$ cat config.mk
export PLATFORM = sky130hd
export DESIGN_NAME = sar_search
export DESIGN_NICKNAME = d
export VERILOG_FILES = /design/src/rtl/sar_search.sv
export SDC_FILE = /design/constraint.sdc
export NUM_CORES = 1
export LEC_CHECK = 0
export BUFFER_PORTS_ARGS = -buffer_cell sky130_fd_sc_hd__buf_2
export CAP_MARGIN = 20
export CORE_AREA = 2 2 39 41
export DETAILED_ROUTE_END_ITERATION = 8
export DIE_AREA = 0 0 41 43
export GPL_ROUTABILITY_DRIVEN = 0
export PLACE_DENSITY = 0.79
export SLEW_MARGIN = 20
export SYNTH_ARGS = -nofsm -noshare
export SYNTH_HDL_FRONTEND = slang
export SYNTH_SLANG_ARGS = --single-unit
$ cat constraint.sdc
create_clock -name CLK -period 4.11 [get_ports CLK]
set_clock_uncertainty 0.05 [all_clocks]
set_input_delay 0.822 -clock CLK [delete_from_list [all_inputs] [get_ports CLK]]
set_output_delay 0.822 -clock CLK [all_outputs]
set_load 0.1 [all_outputs]
$ cat src/rtl/sar_search.sv
// Signed successive-approximation search engine: drives TRIAL into an external
// signed less-than comparator and resolves the target one bit per trial from LT.
// Ports: CLK/RESET (async, active-high), START (accepted in IDLE only), LT (target < TRIAL),
//        TRIAL (operand to comparator), BUSY (search in progress), DONE (1-cycle result
//        pulse), O (result, held until next DONE).
// Latency: DONE in cycle N+1 after the START edge (2N+1 with SAR_SETTLE_EN defined, where
// each trial is held two cycles and LT is sampled only at the end of the second).
// Backpressure: none; START while BUSY or DONE is dropped, not queued.
module sar_search #(
    parameter int N = 4
) (
    input  logic         CLK,
    input  logic         RESET,
    input  logic         START,
    input  logic         LT,
    output logic [N-1:0] TRIAL,
    output logic         BUSY,
    output logic         DONE,
    output logic [N-1:0] O
);
    localparam int KW = $clog2(N);

    typedef enum logic [1:0] {
        IDLE = 2'd0,
        STEP = 2'd1,
        FIN  = 2'd2
    } state_t;

    state_t        state, state_nxt;
    logic [N-1:0]  u, u_nxt;       // offset-binary trial; TRIAL is u with MSB flipped
    logic [KW-1:0] k, k_nxt;       // bit currently being decided
    logic [N-1:0]  o_nxt;
    logic          resolve;        // high in the cycle whose edge commits bit k

`ifdef SAR_SETTLE_EN
    logic phase, phase_nxt;        // 0: settle cycle, 1: sample cycle

    always_ff @(posedge CLK or posedge RESET) begin
        if (RESET) phase <= 1'b0;
        else       phase <= phase_nxt;
    end

    assign resolve = phase;
`else
    assign resolve = 1'b1;
`endif

    always_ff @(posedge CLK or posedge RESET) begin
        if (RESET) begin
            state <= IDLE;
            u     <= '0;
            k     <= '0;
            O     <= '0;
        end else begin
            state <= state_nxt;
            u     <= u_nxt;
            k     <= k_nxt;
            O     <= o_nxt;
        end
    end

    always_comb begin
        state_nxt = state;
        u_nxt     = u;
        k_nxt     = k;
        o_nxt     = O;
`ifdef SAR_SETTLE_EN
        phase_nxt = phase;
`endif
        case (state)
            IDLE: begin
                if (START) begin
                    u_nxt     = {1'b1, {(N-1){1'b0}}};
                    k_nxt     = KW'(N - 1);
                    state_nxt = STEP;
`ifdef SAR_SETTLE_EN
                    phase_nxt = 1'b0;
`endif
                end
            end
            STEP: begin
`ifdef SAR_SETTLE_EN
                phase_nxt = ~phase;
`endif
                if (resolve) begin
                    // Drop bit k if the target is below the trial, then tentatively
                    // set the next lower bit for the following trial.
                    for (int i = 0; i < N; i++) begin
                        if (i == int'(k) && LT) u_nxt[i] = 1'b0;
                        if (i + 1 == int'(k))   u_nxt[i] = 1'b1;
                    end
                    if (k == '0) begin
                        // O is captured on the edge entering FIN, from the final u.
                        state_nxt = FIN;
                        o_nxt     = {~u_nxt[N-1], u_nxt[N-2:0]};
                    end else begin
                        k_nxt = k - KW'(1);
                    end
                end
            end
            FIN:     state_nxt = IDLE;
            default: state_nxt = IDLE;
        endcase
    end

    assign TRIAL = {~u[N-1], u[N-2:0]};
    assign BUSY  = (state == STEP);
    assign DONE  = (state == FIN);

endmodule

==> results_dict.tcl <==
set metrics [dict create \
    status "complete, no violations" \
    worstHoldEndpoint "O[0]$_DFFE_PP0P_" \
    initial_utilization_pct 47.38 \
    post_cts_resized 0 \
    cts_tree "yes" \
    grt.total_usage_pct 16.82 \
    syn-num-nets 77 \
    yosysWarnings 0 \
    cp.arrival_ns 1.51 \
    multi_input_area_um2 295.3 \
    grt_pass1_wl_um 1973 \
    r2r_cells 4 \
    drtAntennaViolNets 0 \
    synth_area_leaders "dfrtp_1 46%, ha_1 7.6%, nand2_1 6.3%" \
    tns_ns 0 \
    clkTransAtPathRegs_ns 0.08 \
    worstSetupStartpointType "flip-flop" \
    yosysSeqAreaShare_pct 45.80 \
    yosys.area.top_type "dfrtp_1" \
    yosys.area_share.simple_pct 20.42 \
    reg2reg_from "k[0]$_DFFE_PP0P_" \
    hold_depth 2 \
    r2r-end "k[1]$_DFFE_PP0P_" \
    fillCellCount 126 \
    worstPathRequired_ns 3.24 \
    rrSetupSlack_ns 2.63 \
    antenna_found_initial 0 \
    hold_viol 0 \
    path_cells "and2b_2 > buf_2" \
    area_growth_pct 13.36 \
    post-route-period-util_pct 57.85 \
    crit_family "flip-flops" \
    vias 525 \
    syn_inst 69 \
    place_ws_ns 2.036 \
    finalNetCount 91 \
    cts_setup_buffers 0 \
    synth_area_per_cell_um2 9.502 \
    clock_path_buffers 2 \
    avgViaCountPerCell 5.357 \
    wire_per_inst_um 12.64 \
    clk_latency_ns 0.28 \
    rsz0062_at_grt "false" \
    ys_ff_latch 12 \
    synth-compound-area-share_pct 16.98 \
    muxShareOfSynthArea_pct 0 \
    drive_above_1_share_pct 26.83 \
    layout_setup_ws_ns 1.732 \
    cts_root_buf "clkbuf_4" \
    end_kind "output pin" \
    crit_fanout 13 \
    cts_hold_buf 0 \
    cts_max_level 1 \
    antenna_cells 0 \
    fp-row-count 14 \
    seqCellArea_um2 300.3 \
    slew_viol_final 0 \
    clock_sinks 12 \
    max_freq_mhz 420.6 \
    synth_area_um2 655.6 \
    io_buffers 13 \
    crit_path_max_incr_delay_ns 0.60 \
    tightest_slew_ns 0.4847 \
    ios 14 \
    chipHeight_um 43 \
    grt_overflow_total 0 \
    critPathBufInv 1 \
    holdCritPathClass "reg2reg" \
    ys.flop_type "dfrtp_1" \
    fin_crit_ns 2.378 \
    die-width_um 41 \
    dp_hpwl_um 926.8 \
    core_um2 1384 \
    die-area_um2 1763 \
    yosys.area.top_type_share_pct 45.80 \
    totalWireLength_um 1239 \
    synth-xor-area-share_pct 0 \
    synth_common_cells "12 x dfrtp_1, 11 x nand2_1, 6 x nor2_1, 5 x inv_1" \
    grt_max_degree 14 \
    drtIter0Drc 13 \
    drc_errors 0 \
    crit_path_top_delay_cell "dfrtp_1" \
    drv_cap 0 \
    ys_async_sr_fraction_pct 100.0 \
    drt_pass1_iterations 4 \
    critPathKind "reg2out" \
    synth_edf_count 0 \
    synth.most_common_cell "dfrtp_1" \
    hold_start "O[0]$_DFFE_PP0P_" \
    cts_buffers 3 \
    finalSetupViolCount 0 \
    synth_top_family_by_area "simple AND/OR/NAND/NOR gates" \
    synthAdderAreaFrac_pct 7.634 \
    grt_pass1_vias 472 \
    worstSetupStartpoint "state[0]$_DFFE_PP0P_" \
    synth_cell_types 27 \
    max-slew-margin-rel_pct 67.65 \
]
worst max path at each step:
stage          endpoint  cells past startpoint  slack, ns
2_1_floorplan      DONE                      2       1.41
4_1_cts            BUSY                      2       1.73
3_3_place_gp       BUSY                      2       2.07
6_report           BUSY                      2       1.73
5_1_grt            BUSY                      2       1.70
3_5_place_dp       BUSY                      2       2.04
cells by family after synthesis:
kind of cell / count (synthesis)
fa+ha+maj: 4
compound gates: 16
simple gates: 26
buf+inv: 11
flops: 12
metrics by stage:
step                      instance area (um2)  util (%)  cells  hold slack [ns]
after detailed placement                706.9     51.09     94           0.4354
after global routing                    743.2     53.71     98           0.4756
final                                   743.2     53.71     98           0.4381
after global placement                  706.9     51.09     94           0.4151
after floorplan                         655.6         -     69           0.4128
after CTS                               743.2     53.71     98           0.4533
area by class of cell:
class / instances / share of cell area [%]
sequential: 12 / 40.40
multi-input combinational: 46 / 39.73
timing repair buffer: 13 / 8.754
clock buffer: 4 / 4.882
inverter: 7 / 3.535
tap: 16 / 2.694
routing by layer:
metal	up-vias	GRT usage [%]	wire length [um]
met5	-	0	0
met4	0	10.00	28
met3	3	3.141	32
met2	12	25.94	603
met1	254	20.61	574
li1	256	-	-
flip-flops by register name, indices dropped and copies added (netlist names):
register  cells
O             4
state         2
k             2
u             4
cells in the final DEF (no fill, tap or decap):
| cell | n |
|---|---|
| a21boi_0 | 2 |
| a21o_1 | 1 |
| a21oi_1 | 4 |
| a22o_1 | 1 |
| a31oi_1 | 1 |
| and2b_2 | 1 |
| buf_2 | 13 |
| clkbuf_4 | 3 |
| clkbuf_8 | 1 |
| dfrtp_1 | 12 |
| ha_1 | 4 |
| inv_1 | 5 |
| inv_2 | 2 |
| nand2_1 | 11 |
| nand2_2 | 1 |
| nand2b_1 | 1 |
| nand3_1 | 1 |
| nand3b_4 | 1 |
| nor2_1 | 6 |
| nor2b_1 | 1 |
| nor3_1 | 2 |
| o211ai_1 | 1 |
| o21ai_0 | 2 |
| o21bai_1 | 1 |
| o221a_1 | 1 |
| o2bb2ai_1 | 1 |
| o32ai_1 | 1 |
| or2b_1 | 1 |
worst register-to-register path, stage by stage (launching register included):
cell and delay [ns]:
dfrtp_1 0.44, inv_1 0.11, ha_1 0.29, or2b_1 0.27, o221a_1 0.21
Power is left out: the tool's default activity adds up to more than one toggle a clock period on the data nets, which glitch-free logic cannot reach.
